===== src/rtl/pipe_ctrl_pkg.sv =====
`default_nettype none
// ============================================================================
//  Module      : pipe_ctrl_pkg
//  Description : Shared types and constants for the pipeline stall/flush
//                scheduler: multi-cycle sequencer state encoding and the
//                bit positions of the per-stage stall/flush vectors.
//  Revision    : 1.0  initial release
// ============================================================================
package pipe_ctrl_pkg;

    // Multi-cycle unit sequencer states
    typedef enum logic [1:0] {
        IDLE    = 2'd0,
        MC_RUN  = 2'd1,
        MC_DONE = 2'd2
    } mc_state_t;

    // Stage indices used in the internal stall/flush vectors
    localparam int STG_F = 0;
    localparam int STG_D = 1;
    localparam int STG_E = 2;
    localparam int STG_M = 3;

endpackage : pipe_ctrl_pkg
`default_nettype wire


===== src/rtl/pipeline_stall_ctrl.sv =====
`default_nettype none
// ============================================================================
//  Module      : pipeline_stall_ctrl
//  Description : Central stall/flush scheduler for the 5-stage core. Merges
//                hazard-unit requests, data/instruction memory wait states and
//                an iterative multi-cycle execute op into one per-stage
//                stall/flush set, and sequences the multi-cycle unit.
//  Ports       :
//    clk, rst                 clock, synchronous active-high reset
//    LoadUseStall             load-use hazard detected
//    PCSrcE                   taken branch/jump resolved in Execute
//    McStartE                 Execute holds a multi-cycle op
//    IMemReady                instruction fetch completes this cycle
//    DMemReqM, DMemReady      data memory request / completion in Memory
//    StallF/D/E/M             hold PC / IFID / IDEX / EXMEM
//    FlushD/E/M               bubble into IFID / IDEX / EXMEM
//    McGo                     one-cycle start pulse to multi-cycle unit
//    McCapture                multi-cycle result valid, Execute advances
//    McBusy                   sequencer not idle
//  Revision    : 1.0  initial release
// ============================================================================
module pipeline_stall_ctrl
    import pipe_ctrl_pkg::*;
#(
    parameter int MC_LATENCY = 32
) (
    input  logic clk,
    input  logic rst,
    input  logic LoadUseStall,
    input  logic PCSrcE,
    input  logic McStartE,
    input  logic IMemReady,
    input  logic DMemReqM,
    input  logic DMemReady,
    output logic StallF,
    output logic StallD,
    output logic StallE,
    output logic StallM,
    output logic FlushD,
    output logic FlushE,
    output logic FlushM,
    output logic McGo,
    output logic McCapture,
    output logic McBusy
);

    localparam int CNT_W = $clog2(MC_LATENCY + 1);
    localparam logic [CNT_W-1:0] c_CNT_LOAD = CNT_W'(MC_LATENCY - 1);
    localparam logic [CNT_W-1:0] c_CNT_ONE  = CNT_W'(1);

    mc_state_t        r_state;
    mc_state_t        w_state_nxt;
    logic [CNT_W-1:0] r_cnt;
    logic [CNT_W-1:0] w_cnt_nxt;

    logic             w_dfreeze;
    logic             w_mcstall;
    logic             w_go;
    logic             w_cap;
    logic [3:0]       w_stall;
    logic [3:1]       w_flush;

    // A pending data access freezes the whole back end, sequencer included.
    assign w_dfreeze = DMemReqM & ~DMemReady;
    // The op itself is stalled in Execute from its first cycle until MC_DONE.
    assign w_mcstall = ((r_state == IDLE) & McStartE) | (r_state == MC_RUN);

    // ------------------------------------------------------------------
    // Sequencer state register
    // ------------------------------------------------------------------
    always_ff @(posedge clk) begin
        if (rst) begin
            r_state <= IDLE;
            r_cnt   <= '0;
        end else begin
            r_state <= w_state_nxt;
            r_cnt   <= w_cnt_nxt;
        end
    end

    // ------------------------------------------------------------------
    // Sequencer next-state logic
    // ------------------------------------------------------------------
    always_comb begin
        w_state_nxt = r_state;
        w_cnt_nxt   = r_cnt;
        w_go        = 1'b0;
        w_cap       = 1'b0;
        case (r_state)
            IDLE: begin
                if (McStartE && !w_dfreeze) begin
                    w_go        = 1'b1;
                    w_cnt_nxt   = c_CNT_LOAD;
                    w_state_nxt = (MC_LATENCY == 1) ? MC_DONE : MC_RUN;
                end
            end
            MC_RUN: begin
                if (!w_dfreeze) begin
                    // Guarded decrement: the counter can never wrap.
                    if (r_cnt >= c_CNT_ONE) begin
                        w_cnt_nxt = r_cnt - c_CNT_ONE;
                    end
                    if (r_cnt == c_CNT_ONE) begin
                        w_state_nxt = MC_DONE;
                    end
                end
            end
            MC_DONE: begin
                // Result stays valid while the back end is frozen.
                w_cap = 1'b1;
                if (!w_dfreeze) begin
                    w_state_nxt = IDLE;
                end
            end
            default: begin
                w_state_nxt = IDLE;
            end
        endcase
    end

    // ------------------------------------------------------------------
    // Priority stall/flush resolution (first match wins)
    // ------------------------------------------------------------------
    always_comb begin
        w_stall = '0;
        w_flush = '0;
        if (w_dfreeze) begin
            w_stall = 4'b1111;
        end else if (w_mcstall) begin
            w_stall[STG_F] = 1'b1;
            w_stall[STG_D] = 1'b1;
            w_stall[STG_E] = 1'b1;
            w_flush[STG_M] = 1'b1;
        end else if (PCSrcE) begin
            w_flush[STG_D] = 1'b1;
            w_flush[STG_E] = 1'b1;
        end else if (LoadUseStall) begin
            w_stall[STG_F] = 1'b1;
            w_stall[STG_D] = 1'b1;
            w_flush[STG_E] = 1'b1;
        end else if (!IMemReady) begin
            w_stall[STG_F] = 1'b1;
            w_flush[STG_D] = 1'b1;
        end
    end

    // Outputs are forced quiet for the whole reset period, even before the
    // state register has been initialised.
    always_comb begin
        if (rst) begin
            StallF    = 1'b0;
            StallD    = 1'b0;
            StallE    = 1'b0;
            StallM    = 1'b0;
            FlushD    = 1'b0;
            FlushE    = 1'b0;
            FlushM    = 1'b0;
            McGo      = 1'b0;
            McCapture = 1'b0;
            McBusy    = 1'b0;
        end else begin
            StallF    = w_stall[STG_F];
            StallD    = w_stall[STG_D];
            StallE    = w_stall[STG_E];
            StallM    = w_stall[STG_M];
            FlushD    = w_flush[STG_D];
            FlushE    = w_flush[STG_E];
            FlushM    = w_flush[STG_M];
            McGo      = w_go;
            McCapture = w_cap;
            McBusy    = (r_state != IDLE);
        end
    end

endmodule : pipeline_stall_ctrl
`default_nettype wire

===== config.mk =====
export PLATFORM = sky130hd
export DESIGN_NAME = pipeline_stall_ctrl
export DESIGN_NICKNAME = d
export VERILOG_FILES = /design/src/rtl/pipe_ctrl_pkg.sv /design/src/rtl/pipeline_stall_ctrl.sv
export SDC_FILE = /design/constraint.sdc
export NUM_CORES = 1
export LEC_CHECK = 0
export ABC_CLOCK_PERIOD_IN_PS = 2730
export CORE_AREA = 5 5 42 44
export CTS_BUF_LIST = sky130_fd_sc_hd__clkbuf_16
export CTS_CLUSTER_DIAMETER = 50
export DETAILED_ROUTE_END_ITERATION = 12
export DIE_AREA = 0 0 47 49
export GPL_TIMING_DRIVEN = 0
export PLACE_DENSITY = 0.84
export SLEW_MARGIN = 20
export SYNTH_ARGS = -nofsm -noshare
export SYNTH_HDL_FRONTEND = slang
export SYNTH_SLANG_ARGS = --single-unit

===== constraint.sdc =====
create_clock -name clk -period 2.73 [get_ports clk]
set_input_delay 0.6825 -clock clk [delete_from_list [all_inputs] [get_ports clk]]
set_output_delay 0.6825 -clock clk [all_outputs]
set_load 0.05 [all_outputs]

=== Word level (Yosys, flattened, before mapping) ===
Index checks and enable logic that the tools add are counted.

* Add/sub/neg operators: 1
* Magnitude comparators: 1
* Equal/unequal tests: 8
* Muxes and demuxes: 34
* Bitwise operators: 4
* Reduce and logical (&&, ||, !) cells: 7

{| class="wikitable"
|+ Operator list
! kind !! number
|-
| 2-to-1 mux 1 bit || 19
|-
| 2-to-1 mux 6 bit || 3
|-
| 2-to-1 mux 2 bit || 8
|-
| one-hot mux 6 bit (2 select lines) || 1
|-
| AND reduction 4 bit || 2
|-
| == test 6 x 1 -> 1 bit, second input constant || 1
|-
| greater-or-equal comparator 6 x 1 -> 1 bit, second input constant || 1
|-
| 2-to-1 mux 3 bit || 2
|-
| != test 2 x 1 -> 1 bit, second input constant || 3
|-
| one-hot mux 2 bit (3 select lines) || 1
|-
| subtractor 6 x 1 -> 6 bit, second input constant || 1
|-
| != test 2 bit, second input constant || 2
|-
| nonzero test 2 bit || 2
|-
| bitwise AND 1 bit || 2
|-
| == test 2 x 1 -> 1 bit, second input constant || 1
|-
| == test 2 bit, second input constant || 1
|-
| zero test 2 bit || 1
|-
| logical AND 1 bit || 1
|-
| zero test 1 bit || 1
|-
| NOT 1 bit || 1
|-
| OR 1 bit || 1
|}

* Register bits: 8
* Bits of input ports: 8
* Output and inout port bits: 10
* Word-level logic and storage cells: 57

=== Logic depth before layout (Yosys ltp) ===
* Depth in word-level cells: 7
* Depth in mapped cells: 6
* Depth with buffers taken out: 6

=== Least setup slack after synthesis ===
Ideal clock, no wire load.

* Path type: input-to-output
* From: input port McStartE
* To: output port FlushD
* Data arrival time: 2.290 ns
* Data required time: 2.047 ns
* Setup slack: -0.242 ns
* Stages: 3
* Path buffers: 0
* Cells stage by stage: o21ba_2 -> or2_2 -> nor3_1

* Longest elaborated chain between the ends: 5

{| class="wikitable"
|+ RTL lines
! what !! line !! RTL
|-
| from (decl) || pipeline_stall_ctrl.sv:31 || <nowiki>input logic McStartE,</nowiki>
|-
| bitwise AND 1 bit || pipeline_stall_ctrl.sv:66 || <nowiki>assign w_mcstall = ((r_state == IDLE) & McStartE) | (r_state == MC_RUN);</nowiki>
|-
| OR 1 bit || pipeline_stall_ctrl.sv:66 ||
|-
| 2-to-1 mux 2 bit || pipeline_stall_ctrl.sv:129 || <nowiki>end else if (w_mcstall) begin</nowiki>
|-
| 2-to-1 mux 3 bit || pipeline_stall_ctrl.sv:127 || <nowiki>if (w_dfreeze) begin</nowiki>
|-
| 2-to-1 mux 1 bit || pipeline_stall_ctrl.sv:150 || <nowiki>if (rst) begin</nowiki>
|-
| to (decl) || pipeline_stall_ctrl.sv:39 || <nowiki>output logic FlushD,</nowiki>
|}

No other way between the ends.

=== Worst setup path after layout ===
* From: input port DMemReqM
* To: output port FlushD

* Longest elaborated chain between the ends: 3

{| class="wikitable"
|+ RTL lines
! what !! line !! RTL
|-
| from (decl) || pipeline_stall_ctrl.sv:33 || <nowiki>input logic DMemReqM,</nowiki>
|-
| bitwise AND 1 bit || pipeline_stall_ctrl.sv:64 || <nowiki>assign w_dfreeze = DMemReqM & ~DMemReady;</nowiki>
|-
| 2-to-1 mux 3 bit || pipeline_stall_ctrl.sv:127 ||
|-
| 2-to-1 mux 1 bit || pipeline_stall_ctrl.sv:150 ||
|}

No other way between the ends.

==> impl_metrics.yaml <==
critical_path:
  crit_required_ns: 2.05
  r2r_cells: 4
  timing.rr.start: "r_cnt[2]"
  start_kind: "input pin"
  cp_max_fo: 3
  r2r-end: "r_cnt[4]"
  worstPathArrival_ns: 1.99
  crit_path_end_kind: "primary output"
  r2r_slack_ns: 1.02
  crit_type: "in2out"
floorplan:
  die_h_um: 49
  core_area_um2: 1400
  design.die.area_um2: 2300
  rows: 14
  die_w_um: 47
  io_pins: 18
  floorplan.initialDensity: 0.414
pwr:
  seqPwrFrac: 0.259
  finalPower_mw: 0.544
  p_int_mw: 0.379
  p_per_area_nw_per_um2: 652
  p_sw_mw: 0.164
  p_leak_nw: 0.359
  ir_drop_mv: 0.412
  switching_share: 0.302
  p_comb_frac: 0.288
  power_frac_clock: 0.453
global_routing:
  grt_overflow_total: 0
  grt_pass1_wl_mm: 2.45
  grt_max_degree: 11
  grt-busiest-layer: "met2"
  grtUsageMet1: 0.169
  grt_pass1_vias: 549
  grt_util_met3: 0.0590
  antenna_found_initial: 0
  grtUsageTotal: 0.149
  met2_usage: 0.226
status:
  status: "finished clean"
hold_path:
  whs_endpoint: "r_state[0]"
  hold_depth: 1
  hold_path.class: "reg2reg"
  min_from: "r_state[1]"
cts:
  tritoncts: "done"
  clkTransAtPathRegs_ns: 0.03
  cts_buffer_depth: 2
  cts_buffers: 3
  cts.sink_count: 8
  cts_htree_levels: 1
  clk-insertion-delay-late_ns: 0.23
  ctsHoldBuffers: 0
  cts_root_buffer: "clkbuf_16"
synth:
  ys_types: 33
  synth_area_um2: 581
  yosysWarnings: 0
  synth_area_per_cell_um2: 7.64
  synthesis.nets: 86
  ys_seq_area_frac: 0.276
  yosys_register_bits: 8
  netlist_instances: 76
place:
  dpl_worst_slack_ns: -0.669
  io_buffer_count: 16
  place_congestion: 0.811
  place_area_um2: 761
  dp_hpwl_mm: 1.15
sta:
  max_slew_margin: 0.674
  worst_slew_pin_slew_ns: 0.491
  drv_slew: 0
  worst_slack_ns: 0.0556
  max_freq_mhz: 374
  clock_skew_ns: 0.00128
  holdWs_ns: 0.505
  period_share: 0.980
  final_hold_viol_count: 0
  layout_min_cycle_time_ns: 2.67
  finalSetupViolations: 0
finish:
  area_delta_synth_final_pct: 43.7
  final_cell_mix: "17 x nor2_1, 8 x dfxtp_1, 7 x inv_1"
  drive_above_1_share: 0.223
  fin_area_um2: 835
  final_common_cell: "nor2_1"
  diodes: 0
  layout.nets: 106
drt:
  drc: 0
  finalWirelength_mm: 1.60
  wl_per_cell_um: 14.5
  vias: 618
  routed_via_density: 5.62
  ant_nets: 0
  drt_iter0_markers: 12
  dr.pass1.iters: 4
run:
  maxCapViolCount: 0
[cells in the mapped netlist, drive strengths merged]
cell / count / area, µm²
nor2: 17 / 63.8
dfxtp: 8 / 160
inv: 7 / 26.3
nand2b: 4 / 25.0
a31oi: 3 / 18.8
clkbuf: 3 / 11.3
nand3b: 3 / 22.5
nor3: 3 / 15.0
a211oi: 2 / 20.0
a21oi: 2 / 10.0
and3: 2 / 17.5
ha: 2 / 25.0
o211a: 2 / 27.5
o21ai: 2 / 10.0
a21bo: 1 / 10.0
a221oi: 1 / 8.76
a311oi: 1 / 8.76
and4: 1 / 11.3
buf: 1 / 3.75
nand2: 1 / 3.75
nand3: 1 / 5.00
nor2b: 1 / 6.26
o2111a: 1 / 11.3
o211ai: 1 / 7.51
o21ba: 1 / 10.0
o22a: 1 / 8.76
or2: 1 / 6.26
or3: 1 / 6.26
or3b: 1 / 8.76
or4: 1 / 11.3
[flip-flops by register name, indices dropped and copies added, names as in the netlist]
name	count
r_cnt	6
r_state	2
[cell type report]
type                            instances  area, µm²
Fill cell                             131        567
Clock buffer                            3       75.1
Multi-Input combinational cell         57        398
Inverter                                7       26.3
Buffer                                  3       12.5
Tap cell                               16       20.0
Timing Repair Buffer                   16        143
Sequential cell                         8        160
[power by group through the flow]
stage	Sequential [mW]	Combinational, mW	Clock, mW
finish	0.141	0.156	0.247
CTS	0.140	0.155	0.248
global route	0.142	0.169	0.258
global placement	0.141	0.151	0
floorplan	0.139	0.113	0
detailed placement	0.141	0.156	0
[repair_timing]
item	4_1_cts	5_1_grt
setup endpoints to repair	10	6
buffers inserted	0	0
gates resized for setup	39	9
pin swaps	0	1
[kinds of logic (layout without fill, tap and decap cells)]
kind of cell               after synthesis  after routing  synth area share
and+or+nand+nor                         37             37             0.349
AOI/OAI and AO/OA                       18             18             0.261
adders and majority gates                2              2            0.0431
buffers and inverters                   11             29            0.0711
DFF                                      8              8             0.276
[worst max-delay path by stage]
stage / slack (ns) / endpoint / from
detailed placement: -0.67 / McGo / DMemReady
global placement: -0.65 / FlushD / McStartE
global route: -0.001 / FlushD / DMemReqM
CTS: 0.0005 / FlushM / DMemReady
floorplan: -0.24 / FlushD / McStartE
finish: 0.06 / FlushD / DMemReqM
[through the flow]
step,cells,utilization,setup TNS [ns]
floorplan,76,-,-0.484
global placement,108,0.543,-4.16
detailed placement,108,0.543,-4.39
CTS,110,0.588,0
global route,110,0.596,-0.00121
finish,110,0.596,0
[layer usage]
metal,vias to the layer above,wire [µm],share of wire
met5,-,0,0
met4,0,29,0.018
met3,4,124,0.078
met2,14,834,0.52
met1,290,606,0.38
li1,310,-,-
[critical path: stages]
cell             delay (ns)
clkdlybuf4s50_1        0.43
nor2b_1                0.16
or2_2                  0.34
nor3_2                 0.20
buf_6                  0.18
Note: power is estimated with default switching activity, not from simulation.
